## config.mk

```make
export PLATFORM = sky130hd
export DESIGN_NAME = vend_txn_ctrl
export DESIGN_NICKNAME = d
export VERILOG_FILES = /design/src/rtl/vend_pkg.sv /design/src/rtl/vend_credit_acc.sv /design/src/rtl/vend_txn_ctrl.sv
export SDC_FILE = /design/constraint.sdc
export NUM_CORES = 1
export LEC_CHECK = 0
export CORE_ASPECT_RATIO = 0.8
export CORE_MARGIN = 2
export CORE_UTILIZATION = 31
export DETAILED_ROUTE_END_ITERATION = 8
export GPL_ROUTABILITY_DRIVEN = 0
export PLACE_DENSITY = 0.67
export SLEW_MARGIN = 0
export SYNTH_ARGS = -nofsm -noshare
export SYNTH_HDL_FRONTEND = slang
export SYNTH_HIERARCHICAL = 1
export SYNTH_SLANG_ARGS = --single-unit
```

## constraint.sdc

```tcl
create_clock -name clk -period 3 [get_ports clk]
set_clock_uncertainty 0.2 [all_clocks]
set_input_delay 0.45 -clock clk [delete_from_list [all_inputs] [get_ports clk]]
set_output_delay 0.45 -clock clk [all_outputs]
set_load 0.05 [all_outputs]
```

## src/rtl/vend_pkg.sv

```systemverilog
// Shared types and default widths for the vending transaction controller.
package vend_pkg;

    localparam int CURRENCY_WIDTH_DEF  = 7;
    localparam int ITEM_ADDR_WIDTH_DEF = 10;
    localparam int TIMEOUT_CYCLES_DEF  = 1000;
    localparam int PRICE_WIDTH         = 16;
    localparam int COUNT_WIDTH         = 8;

    typedef enum logic [2:0] {
        ST_IDLE,
        ST_COLLECT,
        ST_LOOKUP,
        ST_DECIDE,
        ST_DISPENSE,
        ST_REFUND
    } vend_state_e;

endpackage

```

## src/rtl/vend_credit_acc.sv

```systemverilog
// Credit accumulator: adds coins only while the sum fits, flags rejected coins.
module vend_credit_acc
    import vend_pkg::*;
#(
    parameter int CURRENCY_WIDTH = CURRENCY_WIDTH_DEF
) (
    input  logic                      clk,
    input  logic                      rstn,
    input  logic                      coin_valid,
    input  logic [CURRENCY_WIDTH-1:0] coin_value,
    input  logic                      coin_allow,
    input  logic                      clear,
    output logic [CURRENCY_WIDTH-1:0] total,
    output logic [CURRENCY_WIDTH-1:0] total_next,
    output logic                      coin_accept,
    output logic                      coin_reject
);

    logic [CURRENCY_WIDTH:0] sum;

    // The carry bit of the widened sum is the "exceeds max credit" flag.
    always_comb begin
        sum         = {1'b0, total} + {1'b0, coin_value};
        coin_accept = coin_valid && coin_allow && !sum[CURRENCY_WIDTH];
        total_next  = total;
        if (clear) begin
            total_next = '0;
        end else if (coin_accept) begin
            total_next = sum[CURRENCY_WIDTH-1:0];
        end
    end

    always_ff @(posedge clk or negedge rstn) begin
        if (!rstn) begin
            total       <= '0;
            coin_reject <= 1'b0;
        end else begin
            total       <= total_next;
            coin_reject <= coin_valid && !coin_accept;
        end
    end

endmodule

```

## src/rtl/vend_txn_ctrl.sv

```systemverilog
// Vending transaction sequencer: coin collection, item lookup, dispense/refund
// decision and stock write-back.
module vend_txn_ctrl
    import vend_pkg::*;
#(
    parameter int CURRENCY_WIDTH  = CURRENCY_WIDTH_DEF,
    parameter int ITEM_ADDR_WIDTH = ITEM_ADDR_WIDTH_DEF,
    parameter int TIMEOUT_CYCLES  = TIMEOUT_CYCLES_DEF
) (
    input  logic                       clk,
    input  logic                       rstn,
    input  logic                       coin_valid,
    input  logic [CURRENCY_WIDTH-1:0]  coin_value,
    output logic                       coin_reject,
    input  logic                       select_valid,
    input  logic [ITEM_ADDR_WIDTH-1:0] select_item,
    input  logic                       cancel,
    output logic                       mem_rd_en,
    output logic [ITEM_ADDR_WIDTH-1:0] mem_addr,
    input  logic [PRICE_WIDTH-1:0]     mem_rd_price,
    input  logic [COUNT_WIDTH-1:0]     mem_rd_count,
    output logic                       mem_wr_en,
    output logic [COUNT_WIDTH-1:0]     mem_wr_count,
    output logic [CURRENCY_WIDTH-1:0]  total_currency,
    output logic                       dispense_valid,
    output logic                       trigger_dispense,
    output logic [ITEM_ADDR_WIDTH-1:0] item_dispensed,
    output logic [CURRENCY_WIDTH-1:0]  currency_change,
    input  logic                       dispense_ack,
    output logic                       sold_out,
    output logic                       insufficient_funds,
    output logic                       busy
);

    localparam int TW = (TIMEOUT_CYCLES > 2) ? $clog2(TIMEOUT_CYCLES) : 1;

    vend_state_e                state;
    logic [TW-1:0]              tmo_cnt;
    logic [ITEM_ADDR_WIDTH-1:0] item_q;

    logic                      coin_allow;
    logic                      credit_clear;
    logic                      coin_accept;
    logic [CURRENCY_WIDTH-1:0] total;
    logic [CURRENCY_WIDTH-1:0] total_next;
    logic [PRICE_WIDTH-1:0]    total_ext;
    logic                      can_buy;
    logic                      timed_out;

    always_comb begin
        coin_allow   = (state == ST_IDLE) || (state == ST_COLLECT);
        credit_clear = dispense_ack && ((state == ST_DISPENSE) || (state == ST_REFUND));
        total_ext    = PRICE_WIDTH'(total);
        can_buy      = (mem_rd_count != '0) && (total_ext >= mem_rd_price);
        timed_out    = (tmo_cnt == TW'(TIMEOUT_CYCLES - 1));
    end

    vend_credit_acc #(
        .CURRENCY_WIDTH (CURRENCY_WIDTH)
    ) u_credit (
        .clk         (clk),
        .rstn        (rstn),
        .coin_valid  (coin_valid),
        .coin_value  (coin_value),
        .coin_allow  (coin_allow),
        .clear       (credit_clear),
        .total       (total),
        .total_next  (total_next),
        .coin_accept (coin_accept),
        .coin_reject (coin_reject)
    );

    assign total_currency = total;

    // Memory data answers the read strobe issued in LOOKUP, so it is only
    // valid during DECIDE; the decision uses it directly there.
    always_ff @(posedge clk or negedge rstn) begin
        if (!rstn) begin
            state              <= ST_IDLE;
            tmo_cnt            <= '0;
            item_q             <= '0;
            mem_rd_en          <= 1'b0;
            mem_addr           <= '0;
            mem_wr_en          <= 1'b0;
            mem_wr_count       <= '0;
            dispense_valid     <= 1'b0;
            trigger_dispense   <= 1'b0;
            item_dispensed     <= '0;
            currency_change    <= '0;
            sold_out           <= 1'b0;
            insufficient_funds <= 1'b0;
            busy               <= 1'b0;
        end else begin
            mem_rd_en          <= 1'b0;
            mem_wr_en          <= 1'b0;
            sold_out           <= 1'b0;
            insufficient_funds <= 1'b0;

            case (state)
                ST_IDLE: begin
                    if (coin_valid) begin
                        state   <= ST_COLLECT;
                        tmo_cnt <= '0;
                        busy    <= 1'b1;
                    end
                end

                ST_COLLECT: begin
                    if (cancel) begin
                        state            <= ST_REFUND;
                        dispense_valid   <= 1'b1;
                        trigger_dispense <= 1'b0;
                        item_dispensed   <= '0;
                        currency_change  <= total_next;
                    end else if (select_valid) begin
                        state     <= ST_LOOKUP;
                        item_q    <= select_item;
                        mem_addr  <= select_item;
                        mem_rd_en <= 1'b1;
                        tmo_cnt   <= '0;
                    end else if (coin_accept) begin
                        tmo_cnt <= '0;
                    end else if (timed_out) begin
                        state            <= ST_REFUND;
                        dispense_valid   <= 1'b1;
                        trigger_dispense <= 1'b0;
                        item_dispensed   <= '0;
                        currency_change  <= total_next;
                    end else begin
                        tmo_cnt <= tmo_cnt + 1'b1;
                    end
                end

                ST_LOOKUP: begin
                    state <= ST_DECIDE;
                end

                ST_DECIDE: begin
                    if (can_buy) begin
                        state            <= ST_DISPENSE;
                        mem_wr_en        <= 1'b1;
                        mem_wr_count     <= mem_rd_count - 1'b1;
                        mem_addr         <= item_q;
                        dispense_valid   <= 1'b1;
                        trigger_dispense <= 1'b1;
                        item_dispensed   <= item_q;
                        currency_change  <= total - mem_rd_price[CURRENCY_WIDTH-1:0];
                    end else if (mem_rd_count == '0) begin
                        state            <= ST_REFUND;
                        sold_out         <= 1'b1;
                        dispense_valid   <= 1'b1;
                        trigger_dispense <= 1'b0;
                        item_dispensed   <= item_q;
                        currency_change  <= total;
                    end else begin
                        state              <= ST_COLLECT;
                        insufficient_funds <= 1'b1;
                        tmo_cnt            <= '0;
                    end
                end

                ST_DISPENSE, ST_REFUND: begin
                    if (dispense_ack) begin
                        state            <= ST_IDLE;
                        busy             <= 1'b0;
                        dispense_valid   <= 1'b0;
                        trigger_dispense <= 1'b0;
                        item_dispensed   <= '0;
                        currency_change  <= '0;
                    end
                end

                default: begin
                    state <= ST_IDLE;
                    busy  <= 1'b0;
                end
            endcase
        end
    end

endmodule

```

==> summary.txt <==
Status
  • Status: finished clean

Layout
  • Synthesis-to-layout area growth: 46.7%
  • Final std cells w/o fill: 764
  • Diode count: 0
  • Nets: 649
  • Final instance area: approximately 6000 um2
  • Share of cells above drive strength 1: about 16%
  • Final core occ: between 40% and 50%

CTS
  • Worst-Skew Late Latency: ~0.33 ns
  • TritonCTS clock tree: built
  • Hold-fix buffers, CTS: 0
  • CTS HTree Levels: 3
  • Clock slew at reported path FFs: approximately 0.060 ns
  • CTS max path bufs: 2
  • Root buf cell: clkbuf_16
  • Sink Count: between 70 and 80
  • CTS buffer count: 9

Worst setup path
  • Largest stage delay, worst path: 0.51 ns
  • Worst R2R Start: u_credit/total[0]
  • Crit path cell chain: clkdlybuf4s50_1 > inv_1 > ha_1 > and4_1 > a221o_1 > o21a_2 > a21oi_2 > a221oi_2 > o31ai_1
  • Worst R2R Path Depth: 10
  • Critical Path Slowest Stage Cell: clkdlybuf4s50_1
  • Crit start category: input pin
  • Worst path bufs/invs: 2
  • Reg2Reg Setup Slack: 0.28 ns
  • RR Endpoint: currency_change[2]
  • Crit Path Category: input pin to flip-flop
  • Crit path DAT: between 2 and 3 ns
  • Crit end category: flip-flop
  • Crit Path Max Fanout: 5
  • CP required: slightly above 3 ns
  • Critical path's top delay family: compound AO/OA/AOI/OAI gates

Place
  • Port Buf Inserts: 96
  • Placed Area: between 5000 and 6000 um2
  • Post-detail-place hpwl: 8170 um
  • Inst Count DP: roughly 750

Timing
  • Final setup vio count: 0
  • Max Clk Rate: around 0.35 GHz
  • Final Hold Fails: 0
  • Worst-margin pin slew: 0.937 ns
  • Final Max Tran Viols: 0
  • Crit path time final: 2.89 ns
  • Setup TNS: 0 ns
  • Final Cycle Share: 96.5%
  • Slew headroom: between 30% and 40%

Routing
  • Vias/cell: ~5
  • # DRC: 0
  • WL final: ~11000 um
  • Vias after detailed routing: about 3.7k
  • First-pass iteration count of the detailed router: 6
  • Antenna viol nets, final: 0
  • Wire per inst: 14.2 um
  • Detailed Route Iter0 Violations: roughly 170

Job
  • Max-Cap Viols: 0

Logic synthesis
  • List of most frequent post-synthesis cells: nand2_1 (83), dfrtp_1 (73), nor2_1 (41), o21ai_0 (26), inv_1 (22)
  • Syn Area/Cell: approximately 9 um2
  • Share of the synthesized area in the top cell type: between 40 and 50%
  • Ys Warns: 6
  • Number of distinct library cells after synthesis: 60
  • Cells after Synth: 443
  • Synth area leader: dfrtp_1
  • Yosys reg bits: 73
  • Primary FF master, synth: dfrtp_1
  • Net Count, Synth: 508
  • Most common cell in the netlist: nand2_1
  • Sequential area share after synthesis: 45.6%
  • Mapped Area: 4010 um2
  • FFs w/ async S/R, synth: 100%
  • Post-synth EDFFs: 0
  • Top cells by area, synth: dfrtp_1 (46%), nand2_1 (7.8%), ha_1 (5.0%), nor2_1 (3.8%), o21ai_0 (3.2%)

Global routing
  • Aggregate global routing overflow: 0
  • Initial antenna violation count: 0
  • Number of global-route vias before repair: 3625
  • Largest net degree at the start of global routing: 74
  • Gr usage total: 15.8%
  • First-pass GRT wire length: about 18000 um

Die
  • Ports: a little under 100
  • Placeable Area: about 13000 um2
  • Rows: 37
  • Full die area: approximately 14000 um2
  • Die X-Extent: about 130 um
  • Die H: ~110 um
  • Starting Density: 31.5%

Power
  • VDD IR max: a little over 0.4 mV
  • Leakage: roughly 2.6 nW
  • Design Power: 5.59 mW
  • Power Dens Cells: around 950 nW/um2

Min path
  • HP Class: input pin to asynchronous set/reset pin
==> how the worst max path moves through the flow <==
stage	from	end	cells after the start
final	mem_rd_price[1]	currency_change[2]	9
after global routing	mem_rd_price[5]	currency_change[2]	9
after CTS	mem_rd_price[1]	tmo_cnt[9]	9
after detailed placement	mem_rd_price[5]	tmo_cnt[3]	9
after global placement	mem_rd_price[1]	tmo_cnt[3]	9
after floorplan	u_credit/total[3]	tmo_cnt[9]	9
==> worst reg2reg max path, cell delays in order, from the launching register on <==
cell and delay [ns]:
dfrtp_2 0.39, inv_1 0.07, ha_1 0.21, fa_1 0.38
nand2b_1 0.18, a211oi_1 0.22, buf_4 0.18, o21a_2 0.24
a21oi_2 0.15, a221oi_2 0.29, o31ai_1 0.10
==> per-stage QoR <==
| step | setup WS [ns] | hold slack [ns] |
|---|---|---|
| 2_1_floorplan | 0.00246 | -0.0456 |
| 3_3_place_gp | -0.270 | 0.258 |
| 3_5_place_dp | -0.410 | 0.262 |
| 4_1_cts | 0.0473 | 0.0929 |
| 5_1_grt | -0.0186 | 0.135 |
| 6_report | 0.106 | 0.0128 |
==> cells in the final DEF, fill, tap and decap left out, drive strengths merged, types with 5 or more instances in the layout <==
cell,netlist,routed
xnor2,9,9
o21ai,42,42
mux2i,8,8
o21a,5,5
and3,5,5
clkdlybuf4s50,0,95
dfrtp,73,73
o31ai,6,6
nand2b,5,5
ha,16,16
inv,23,25
nor2,41,41
nand2,84,84
clkbuf,10,9
nand3,10,10
a31oi,17,17
or4,5,5
buf,6,51
nor3,6,6
a21oi,16,16
or3,6,6
a221oi,5,5
==> power breakdown <==
group / internal [mW] / total [mW] / switching (mW)
Combinational: 1.21 / 2.99 / 1.78
Sequential: 1.28 / 1.51 / 0.226
Clock: 0.651 / 1.09 / 0.438
==> cell type report <==
type                    count  area [um2]
clock inverters             7        77.6
well taps                 175         219
clock buffers               9         225
fillers                  1226        6860
repair buffers            146        1360
inverters                  23        86.3
flip-flops and latches     73        1840
multi-input cells         331        2070
==> timing repair <==
item	in CTS	in global routing
gates resized for setup	2	5
endpoints found under the setup margin	1	22
pin swaps	0	1
buffers inserted	0	1
==> cell families after synthesis <==
| logic type | after synthesis | share of synthesized area, % |
|---|---|---|
| flops | 73 | 45.6 |
| simple gates | 184 | 21.9 |
| compound gates | 110 | 18.0 |
| mux | 8 | 2.00 |
| buf+inv | 39 | 4.06 |
| fa+ha+maj | 18 | 6.00 |
| xor+xnor | 11 | 2.40 |
==> metal layers <==
metal  routed length, um  vias up  GRT usage [%]
met2                4790      124           24.4
met5                   0        -              0
li1                    -     1839              -
met4                 169        0           4.81
met3                 691       13           4.62
met1                5170     1765           21.6
==> state kept, by name, summed over array words and instances, names as in the netlist, 3 cells and up <==
name,count
item_dispensed,10
item_q,10
mem_addr,10
tmo_cnt,10
mem_wr_count,8
currency_change,7
u_credit/total,7
state,3
No activity file was read; power rests on OpenSTA's default activity.
